[src/rtl/lvds_pattern_gen_pkg.sv]
// Shared definitions for the LVDS test-pattern generator: FSM states, default
// training/seed words and the PRBS7 (x^7+x^6+1) tap set.
package lvds_pattern_gen_pkg;

  typedef enum logic [1:0] {
    ST_IDLE  = 2'd0,
    ST_TRAIN = 2'd1,
    ST_RUN   = 2'd2
  } state_e;

  localparam logic [6:0] TRAIN_WORD_DEF = 7'h70;
  localparam logic [6:0] PRBS_SEED_DEF  = 7'h7F;

  // Feedback taps on bits 6 and 5; one serial step shifts left and appends the XOR.
  localparam logic [6:0] PRBS7_TAPS  = 7'h60;
  localparam int         PRBS7_STEPS = 7;

  function automatic logic [6:0] prbs7_step(input logic [6:0] s);
    return {s[5:0], ^(s & PRBS7_TAPS)};
  endfunction

endpackage

[src/rtl/lvds_pattern_gen_prbs7_word.sv]
// Combinational PRBS7 word advance: applies seven serial LFSR steps so one
// 7-bit word is consumed per parallel clock. Shared with the receive-side checker.
module prbs7_word
  import lvds_pattern_gen_pkg::*;
(
  input  logic [6:0] I_state,
  output logic [6:0] O_next
);

  // Unrolled serial steps.
  always_comb begin
    O_next = I_state;
    for (int i = 0; i < PRBS7_STEPS; i++) begin
      O_next = prbs7_step(O_next);
    end
  end

endmodule

[src/rtl/lvds_pattern_gen.sv]
// Transmit-side LVDS test-pattern source: training word, then PRBS7 on P and N.
// Define LVDS_ERR_INJECT_EN to add the I_inject port and the N-channel error injector.
module lvds_pattern_gen
  import lvds_pattern_gen_pkg::*;
#(
  parameter int         TRAIN_CYCLES = 1024,
  parameter logic [6:0] TRAIN_WORD   = TRAIN_WORD_DEF,
  parameter logic [6:0] PRBS_SEED    = PRBS_SEED_DEF
) (
  input  logic        I_clk,
  input  logic        I_rst,
  input  logic        I_en,
  input  logic        I_dpa_done,
  input  logic        I_retrain,
`ifdef LVDS_ERR_INJECT_EN
  input  logic        I_inject,
`endif
  output logic [6:0]  O_pdata,
  output logic [6:0]  O_ndata,
  output logic        O_train,
  output logic        O_run,
  output logic [15:0] O_word_cnt
);

  localparam int                CNT_W   = (TRAIN_CYCLES > 2) ? $clog2(TRAIN_CYCLES) : 1;
  localparam logic [CNT_W-1:0]  CNT_MAX = CNT_W'(TRAIN_CYCLES - 1);
  localparam logic [CNT_W-1:0]  CNT_ONE = CNT_W'(1);

  state_e            state_q, state_d;
  logic [CNT_W-1:0]  cnt_q, cnt_d;
  logic [6:0]        lfsr_q, lfsr_d, lfsr_adv;
  logic [15:0]       wcnt_q, wcnt_d;
  logic [6:0]        pdata_q, pdata_d;
  logic [6:0]        ndata_q, ndata_d;
  logic              train_q, train_d;
  logic              run_q, run_d;
  logic              enter_train;
  logic [6:0]        inj_mask;

  prbs7_word u_prbs7_word (
    .I_state (lfsr_q),
    .O_next  (lfsr_adv)
  );

  // Next state with priority: disable > retrain > normal transition.
  always_comb begin
    state_d     = state_q;
    cnt_d       = cnt_q;
    lfsr_d      = lfsr_q;
    wcnt_d      = wcnt_q;
    enter_train = 1'b0;
    if (!I_en) begin
      state_d = ST_IDLE;
    end else if (I_retrain && (state_q != ST_IDLE)) begin
      enter_train = 1'b1;
    end else begin
      case (state_q)
        ST_IDLE:  enter_train = 1'b1;
        ST_TRAIN: begin
          if ((cnt_q == CNT_MAX) && I_dpa_done) begin
            state_d = ST_RUN;
          end else if (cnt_q != CNT_MAX) begin
            cnt_d = cnt_q + CNT_ONE;
          end else begin
            cnt_d = cnt_q;
          end
        end
        ST_RUN:   state_d = ST_RUN;
        default:  state_d = ST_IDLE;
      endcase
    end

    if (enter_train) begin
      state_d = ST_TRAIN;
      cnt_d   = '0;
      lfsr_d  = PRBS_SEED;
      wcnt_d  = 16'd0;
    end else if (state_d == ST_RUN) begin
      // lfsr_q is the word being emitted; it advances as it goes out.
      lfsr_d = lfsr_adv;
      wcnt_d = wcnt_q + 16'd1;
    end else if (state_d == ST_IDLE) begin
      wcnt_d = 16'd0;
    end else begin
      wcnt_d = wcnt_q;
    end
  end

  // Injection only counts when the pulse is sampled in RUN and RUN continues.
  always_comb begin
    inj_mask = 7'h00;
`ifdef LVDS_ERR_INJECT_EN
    if (I_inject && (state_q == ST_RUN) && (state_d == ST_RUN)) begin
      inj_mask = 7'h01;
    end else begin
      inj_mask = 7'h00;
    end
`endif
  end

  // Output words and flags follow the next state so they line up with it.
  always_comb begin
    pdata_d = 7'h00;
    ndata_d = 7'h00;
    train_d = 1'b0;
    run_d   = 1'b0;
    case (state_d)
      ST_TRAIN: begin
        pdata_d = TRAIN_WORD;
        ndata_d = TRAIN_WORD;
        train_d = 1'b1;
      end
      ST_RUN: begin
        pdata_d = lfsr_q;
        ndata_d = lfsr_q ^ inj_mask;
        run_d   = 1'b1;
      end
      default: begin
        pdata_d = 7'h00;
        ndata_d = 7'h00;
      end
    endcase
  end

  // State and output registers.
  always_ff @(posedge I_clk or posedge I_rst) begin
    if (I_rst) begin
      state_q <= ST_IDLE;
      cnt_q   <= '0;
      lfsr_q  <= PRBS_SEED;
      wcnt_q  <= 16'd0;
      pdata_q <= 7'h00;
      ndata_q <= 7'h00;
      train_q <= 1'b0;
      run_q   <= 1'b0;
    end else begin
      state_q <= state_d;
      cnt_q   <= cnt_d;
      lfsr_q  <= lfsr_d;
      wcnt_q  <= wcnt_d;
      pdata_q <= pdata_d;
      ndata_q <= ndata_d;
      train_q <= train_d;
      run_q   <= run_d;
    end
  end

  assign O_pdata    = pdata_q;
  assign O_ndata    = ndata_q;
  assign O_train    = train_q;
  assign O_run      = run_q;
  assign O_word_cnt = wcnt_q;

endmodule
[config.mk]
export PLATFORM = sky130hd
export DESIGN_NAME = lvds_pattern_gen
export DESIGN_NICKNAME = d
export VERILOG_FILES = /design/src/rtl/lvds_pattern_gen_pkg.sv /design/src/rtl/lvds_pattern_gen_prbs7_word.sv /design/src/rtl/lvds_pattern_gen.sv
export SDC_FILE = /design/constraint.sdc
export NUM_CORES = 1
export LEC_CHECK = 0
export CAP_MARGIN = 20
export CELL_PAD_IN_SITES_DETAIL_PLACEMENT = 1
export CELL_PAD_IN_SITES_GLOBAL_PLACEMENT = 1
export CORE_ASPECT_RATIO = 1.25
export CORE_MARGIN = 2
export CORE_UTILIZATION = 41
export CTS_CLUSTER_DIAMETER = 100
export DETAILED_ROUTE_END_ITERATION = 7
export PLACE_DENSITY = 0.78
export SLEW_MARGIN = 0
export SYNTH_ARGS = -nofsm -noshare
export SYNTH_HDL_FRONTEND = slang
export SYNTH_SLANG_ARGS = --single-unit
[constraint.sdc]
create_clock -name I_clk -period 3 [get_ports I_clk]
set_clock_uncertainty 0.2 [all_clocks]
set_input_delay 0.3 -clock I_clk [delete_from_list [all_inputs] [get_ports I_clk]]
set_output_delay 0.3 -clock I_clk [all_outputs]
set_load 0.03 [all_outputs]
=== After elaboration in Yosys (flattened, before gate mapping) ===
Cells that the tools add are included.

* Register bits: 44
* Output and inout port bits: 32
* Bits of input ports: 5
* Word-level logic and storage cells: 58

* Reduce and logical (&&, ||, !) cells: 18
* Multiplexer cells: 22
* Equality and inequality tests: 9
* Add/sub/neg operators: 2

{| class="wikitable"
|+ Operator list
! kind !! count
|-
| $mux 10 || 6
|-
| $reduce_xor 7->1 || 7
|-
| $mux 16 || 3
|-
| $add 16x1->16 const B || 1
|-
| $mux 7 || 2
|-
| $pmux 7 s2 || 1
|-
| $add 10x1->10 const B || 1
|-
| $eq 10x10->1 const B || 1
|-
| $ne 10x10->1 const B || 1
|-
| $reduce_bool 2->1 || 5
|-
| $mux 2 || 4
|-
| $eq 2x2->1 const B || 3
|-
| $pmux 2 s3 || 1
|-
| $mux 1 || 5
|-
| $reduce_and 5->1 || 1
|-
| $eq 2x1->1 const B || 2
|-
| $logic_not 2->1 || 2
|-
| $ne 2x2->1 const B || 2
|-
| $reduce_bool 3->1 || 1
|-
| $logic_and 1x1->1 || 2
|}

=== Longest topological paths before layout ===
Gate-level depths: netlist of run 1.

* Depth after elaboration: 10
* Gate-level depth with buffers: 8
* Depth with buffers taken out: 8

=== Modules after synthesis ===
A second synthesis of run 1 with hierarchy kept.

* Cells, all modules: 246
* Area, all modules: 2427.3 um^2

{| class="wikitable"
|+ Modules (own cells, without submodules)
! module !! seq. area each (um^2) !! cells each !! area an instance (um^2) !! times used
|-
| lvds_pattern_gen || 1109.8 || 239 || 2351.0 || 1
|-
| prbs7_word || 0.0 || 7 || 76.3 || 1
|}

=== Worst setup path before layout of run 1 ===
No wires, ideal clock.

* Kind: register to register
* Start: register cnt_q[0]
* End: register ndata_q[4] (netlist: O_ndata[4])
* Arrival: 1.802 ns
* Library setup time: 0.072 ns
* Buffers on the path: 0
* Required time: 2.728 ns
* Slack: 0.926 ns
* Period minus slack after synthesis: 2.074 ns
* Cell stages (with the launch flop): 9
* Cell sequence: dfrtp_1 -> ha_1 -> nand3_1 -> nor4_4 -> nor2_2 -> inv_1 -> ha_1 -> a21oi_1 -> nor2_1

* Word-level cells in the longest chain between the ends: 9
* Elaborated cells on any way between the ends: 10
* Those cells by class: eq/ne: 3; mux: 6; reduce/logical: 1

{| class="wikitable"
|+ RTL lines
! what !! line !! source
|-
| start: declaration || lvds_pattern_gen.sv:30 || <nowiki>logic [CNT_W-1:0] cnt_q, cnt_d;</nowiki>
|-
| start signal: assignment || lvds_pattern_gen.sv:138 || <nowiki>cnt_q <= cnt_d;</nowiki>
|-
| $eq 10x10->1 (*) || lvds_pattern_gen.sv:60 || <nowiki>if ((cnt_q == CNT_MAX) && I_dpa_done) begin</nowiki>
|-
| $logic_and 1x1->1 (*) || lvds_pattern_gen.sv:60 ||
|-
| $mux 2 (*) || lvds_pattern_gen.sv:60 ||
|-
| $pmux 2 s3 (*) || lvds_pattern_gen.sv:57 || <nowiki>case (state_q)</nowiki>
|-
| $mux 2 (*) || lvds_pattern_gen.sv:54 || <nowiki>end else if (I_retrain && (state_q != ST_IDLE)) begin</nowiki>
|-
| $mux 2 (*) || lvds_pattern_gen.sv:52 || <nowiki>if (!I_en) begin</nowiki>
|-
| $mux 2 (*) || lvds_pattern_gen.sv:73 || <nowiki>if (enter_train) begin</nowiki>
|-
| net state_d[1] || lvds_pattern_gen.sv:29 || <nowiki>state_e state_q, state_d;</nowiki>
|-
| $eq 2x2->1 / $eq 2x1->1 (equally long branches) || lvds_pattern_gen.sv:107 || <nowiki>case (state_d)</nowiki>
|-
| $pmux 7 s2 (*) || lvds_pattern_gen.sv:107 ||
|-
| net ndata_d[4] || lvds_pattern_gen.sv:34 || <nowiki>logic [6:0] ndata_q, ndata_d;</nowiki>
|-
| end signal: assignment || lvds_pattern_gen.sv:142 || <nowiki>ndata_q <= ndata_d;</nowiki>
|-
| end: declaration || lvds_pattern_gen.sv:34 ||
|}

Mark *: on every way through the listed nets, which the timed path passes. The rest lies on a longest branch.
A chain may end at the register's enable or synchronous reset.

=== Worst setup path after layout of run 1 ===
* Start: register cnt_q[0]
* End: register ndata_q[5] (netlist: O_ndata[5])

Same word-level chain as after synthesis.

==> results of run 1 <==
-- sequential cells by signal, summed over array words and instances (netlist names) --
register and cells:
cnt_q 10, O_ndata 7, O_word_cnt 16, state_q 2
O_train 1, O_run 1, lfsr_q 7
-- worst paths after layout --
path	end	depth (start not counted)	slack, ns	start
worst min register to register	lfsr_q[3]	2	0.32	lfsr_q[2]
worst min-delay path	O_word_cnt[10]	3	0.25	I_rst
max in group asynchronous	O_ndata[1]	3	1.94	I_rst
worst max register to register	O_ndata[5]	8	0.71	cnt_q[0]
worst max-delay path	O_ndata[5]	8	0.71	cnt_q[0]
min in group I_clk	lfsr_q[3]	2	0.32	lfsr_q[2]
-- critical path, stage by stage (launching register included) --
cell	delay, ns
dfrtp_1	0.44
ha_1	0.25
nand3_1	0.22
nor4_4	0.09
nor2_2	0.27
inv_1	0.14
ha_1	0.30
a21oi_1	0.20
nor2_1	0.06
-- power breakdown --
group          switching [mW]  internal [mW]  leakage, nW  total [mW]
clock                   0.194          0.188       0.0455       0.382
combinational          0.0445         0.0201        0.540      0.0646
sequential            0.00374          0.597        0.582       0.601
-- stage by stage --
| stage | instances | power (mW) | instance area, um2 | hold WS [ns] |
|---|---|---|---|---|
| detailed placement | 344 | 0.678 | 2760 | 0.313 |
| global route | 352 | 1.09 | 2850 | 0.322 |
| global placement | 344 | 0.677 | 2760 | 0.301 |
| floorplan | 254 | 0.652 | 2380 | 0.244 |
| CTS | 352 | 1.06 | 2850 | 0.268 |
| finish | 352 | 1.05 | 2850 | 0.246 |
-- cell families after synthesis --
group | after synthesis | synth area share, %
adder cells (fa/ha/maj) | 4 | 2.11
AND/OR/NAND/NOR | 101 | 23.0
flip-flops | 44 | 46.7
XOR/XNOR | 6 | 2.21
AO/OA/AOI/OAI | 71 | 19.9
buffers and inverters | 27 | 5.69
multiplexers | 1 | 0.421
-- placed cells by master (no fill, tap or decap), types with 3 or more instances in the layout --
| cell type | n |
|---|---|
| a21oi_1 | 14 |
| and2_1 | 7 |
| buf_4 | 6 |
| clkbuf_8 | 6 |
| clkdlybuf4s50_1 | 36 |
| dfrtp_1 | 37 |
| dfstp_2 | 7 |
| ha_1 | 4 |
| inv_1 | 8 |
| nand2_1 | 28 |
| nand3_1 | 12 |
| nand4_1 | 3 |
| nor2_1 | 16 |
| nor2b_1 | 4 |
| nor3_1 | 5 |
| nor4_1 | 7 |
| o2111a_1 | 6 |
| o211ai_1 | 3 |
| o21a_1 | 4 |
| o21ai_0 | 18 |
| o21bai_1 | 3 |
| o22ai_1 | 8 |
| o31a_1 | 3 |
| o31ai_1 | 3 |
| or3_1 | 4 |
| xnor2_1 | 6 |
-- layout make-up --
type                    instances  area [um2]
well taps                      66        82.6
repair buffers                 42         405
inverters                       9        33.8
multi-input cells             183        1130
clock buffers                   8        90.1
flip-flops and latches         44        1110
fillers                       695        2850
-- routing by layer --
layer / global-route usage [%] / routed length (um) / up-vias
met5: 0 / 0 / -
met4: 5.49 / 44 / 0
met3: 2.71 / 118 / 4
met2: 34.7 / 3070 / 25
met1: 26.1 / 2670 / 1017
li1: - / - / 983
==> flow_summary.ini, run 1 <==
[timing]
setup_ws_ns = 0.708
relSlewSlack_pct = 59.2
hold_viol_final = 0
fmax_mhz = 436
rsz0062_at_grt = no
final-setup-viol-count = 0
worst_pin_slew_ns = 0.611
period_share_pct = 76.4
finalSetupTns_ns = 0
drv_slew = 0
period_minus_slack_ns = 2.29

[grt]
antenna_found_initial = 0
grt_pass1_wl_um = 10100
grt_max_degree = 45
grt_pass1_vias = 2106
grt_use_total_pct = 20.0
grt-ovfl-total = 0

[flow_run]
drv_cap = 0

[yosys]
synth_async_sr_flop_share_pct = 100
synth_edf_count = 0
syn_inst = 254
netlist.area_leader.share_pct = 39.0
yosysSeqAreaShare_pct = 46.7
synth_area_leaders = dfrtp_1 (39%), dfstp_2 (7.7%), nand2_1 (4.4%), o21ai_0 (3.8%), a21oi_1 (2.9%)
syn-num-nets = 263
yosys_warnings = 0
syn_area_per_cell_um2 = 9.35
yosysTopAreaCell = dfrtp_1
synth-seq-cells = 44
synth_area_um2 = 2380
synth.most_common_cell = dfrtp_1
ys.flop_type = dfrtp_1
synth_cell_types = 45
synth_top_cells_by_count = dfrtp_1 (37), nand2_1 (28), o21ai_0 (18), nor2_1 (16), a21oi_1 (14)

[cells_and_area]
syn2layout_area_growth_pct = 20.1
post-route-util_pct = 50.0
drive_gt1_share_pct = 8.39
diodes = 0
fin_nets = 294

[worst_setup_path]
arrival_ns = 2.27
startpoint_type = register
path_max_fanout = 8
worstPathRequired_ns = 2.98
crit_path_end_kind = register
path_class = register to register

[power_and_ir_drop]
max-vdd-ir-drop_mv = 0.193
leakage_nw = 1.17
p_per_area_nw_per_um2 = 367

[routing]
wire_per_inst_um = 16.8
vias = 2029
wl_um = 5900
vias_per_cell = 5.76
ant_nets = 0
drt_iter0_markers = 108
route.detailed.drc = 0
dr.pass1.iters = 4

[min_path]
hold_class = input port to async pin

[die]
die-area_um2 = 6420
initial_utilization_pct = 41.7
die_h_um = 89.1
core_area_um2 = 5700
row_count = 31
die_x_um = 72.1
io_pins = 37

[placed_design]
port_buffers = 36
hpwl_um = 4100
pre_cts_ws_ns = 0.498
gp_congestion = 0.789

[clock_tree]
worstSkewPairLatency_ns = 0.30
clk_pin_slew_ns = 0.09
root_buffer = clkbuf_8
cts_tree = built
ctsHoldBuffers = 0
cts.sinks = 44
cts_setup_buffers = 0
clock_path_buffers = 2
htree_levels = 2
numCtsBuffers = 5
post_cts_resized = 0

[outcome]
status = complete, no violations
No activity file was read; power rests on OpenSTA's default activity.
==> run 2: changes to the inputs <==
Clock period 3 ns to 2.21 ns, I/O delays scaled along.
==> run 2 against run 1 <==
- register-to-register slack worse by 0.57 ns
- total power rose by 48%
- final cell count rose by 4.5%
- critical path type unchanged
- setup slack got worse by 0.57 ns
- largest cell class unchanged
- highest routed layer unchanged
- critical path depth down 3
- die area unchanged
==> flow_summary.ini, run 2 (synthesized netlist as in run 1, its figures left out) <==
[outcome]
status = complete, no violations

[timing]
hold_viol_final = 0
worst_pin_slew_ns = 0.519
finalSetupTns_ns = 0
period_minus_slack_ns = 2.07
final-setup-viol-count = 0
drv_slew = 0
period_share_pct = 93.7
fmax_mhz = 483
holdWs_ns = 0.334
relSlewSlack_pct = 64.5
rsz0062_at_grt = no

[power_and_ir_drop]
max-vdd-ir-drop_mv = 0.317
p_per_area_nw_per_um2 = 515
leakage_nw = 1.25

[routing]
drt_iter0_markers = 56
route.detailed.drc = 0
wl_um = 6200
vias_per_cell = 5.74
wire_per_inst_um = 16.9
dr.pass1.iters = 4
vias = 2112
ant_nets = 0

[cells_and_area]
final_common_cell = dfrtp_1
fin_cells = 368
final_cell_mix = dfrtp_1 (37), clkdlybuf4s50_1 (36), nand2_1 (28)
diodes = 0
syn2layout_area_growth_pct = 26.4
largest_reg_flops = 16
fin_nets = 310
drive_gt1_share_pct = 13.9

[die]
initial_utilization_pct = 41.7
die_x_um = 72.1
io_pins = 37
die-area_um2 = 6420
row_count = 31
core_area_um2 = 5700
die_h_um = 89.1

[grt]
antenna_found_initial = 0
grt-ovfl-total = 0
grt_max_degree = 27
top_usage_layer = met2
gr-usage-met1_pct = 23.7
grt_pass1_wl_um = 10400
grt_pass1_vias = 2172
met2_usage_pct = 39.5
gr-usage-met3_pct = 3.38
grt_use_total_pct = 20.9

[worst_setup_path]
slowest_stage = or4_1
r2r_start = cnt_q[0]
path_class = register to register
crit_path_end_kind = register
rrSetupSlack_ns = 0.14
timing.rr.end = cnt_q[7]
arrival_ns = 2.11
max_stage_delay_ns = 0.49
startpoint_type = register
worstPathRequired_ns = 2.25
crit_chain = ha_1 -> and3_1 -> a31o_2 -> or4_1 -> a21oi_1
path_max_fanout = 10
r2r_cells = 5

[clock_tree]
cts_setup_buffers = 0
root_buffer = clkbuf_8
cts_tree = built
htree_levels = 2
numCtsBuffers = 5
worstSkewPairLatency_ns = 0.30
cts.sinks = 44
clock_path_buffers = 2
clk_pin_slew_ns = 0.09

[min_path]
min_delay_path_depth = 2
hold_class = register to register
min_to = lfsr_q[4]
min-delay-start = lfsr_q[3]

[flow_run]
drv_cap = 0

[placed_design]
port_buffers = 36
gp_congestion = 0.790
place_inst = 359
hpwl_um = 4550
-- run 2: cell types whose count changed in the layout (fill, tap and decap cells not counted) --
cell and delta:
a41oi_1 -1, a41oi_2 +1, buf_4 +15, bufinv_16 +1, clkbuf_1 -2, clkbuf_8 -1, clkinv_2 +1, clkinvlp_4 +1
dlygate4sd3_1 +1
-- run 2: worst max path at each step --
| stage | from | end | slack (ns) |
|---|---|---|---|
| 2_1_floorplan | cnt_q[0] | O_ndata[4] | 0.14 |
| 3_3_place_gp | I_en | O_word_cnt[13] | 0.15 |
| 3_5_place_dp | I_en | O_ndata[5] | 0.05 |
| 4_1_cts | cnt_q[0] | O_ndata[5] | 0.08 |
| 5_1_grt | cnt_q[1] | O_ndata[5] | 0.05 |
| 6_report | cnt_q[0] | cnt_q[7] | 0.14 |
-- run 2: stage by stage --
| step | worst slack [ns] | utilization [%] | instance area, um2 | total power [mW] |
|---|---|---|---|---|
| after floorplan | 0.136 | - | 2380 | 0.886 |
| after global placement | 0.145 | 50.4 | 2880 | 0.933 |
| after detailed placement | 0.0508 | 50.4 | 2880 | 0.935 |
| after CTS | 0.0752 | 52.6 | 3000 | 1.57 |
| after global routing | 0.0483 | 52.7 | 3000 | 1.60 |
| final | 0.139 | 52.7 | 3000 | 1.55 |
-- run 2: timing repair --
item | 4_1_cts | 5_1_grt
hold endpoints to repair | 1 | 0
hold buffers | 1 | 0
resized for setup | 0 | 1
endpoints found under the setup margin | 0 | 1
-- run 2: area by class of cell --
| class | count | area (um2) |
|---|---|---|
| fillers | 690 | 2700 |
| multi-input cells | 183 | 1140 |
| well taps | 66 | 82.6 |
| clock buffers | 5 | 68.8 |
| clock inverters | 3 | 42.5 |
| flip-flops and latches | 44 | 1110 |
| repair buffers | 58 | 528 |
| inverters | 9 | 33.8 |
-- run 2: report_power, final --
| part | internal [mW] | total, mW | switching [mW] |
|---|---|---|---|
| logic | 0.0393 | 0.104 | 0.0648 |
| registers | 0.811 | 0.815 | 0.00422 |
| clock network | 0.335 | 0.627 | 0.292 |
-- run 2: critical path, delay by kind of cell, from the launching register on --
kind            cells  cell delay [ns]
flops               1             0.39
compound gates      2             0.46
simple gates        2             0.73
fa+ha+maj           1             0.24
-- run 2: layer usage --
metal | routed length, um | vias up
li1 | - | 1014
met1 | 2560 | 1061
met2 | 3410 | 29
met3 | 125 | 8
met4 | 109 | 0
met5 | 0 | -
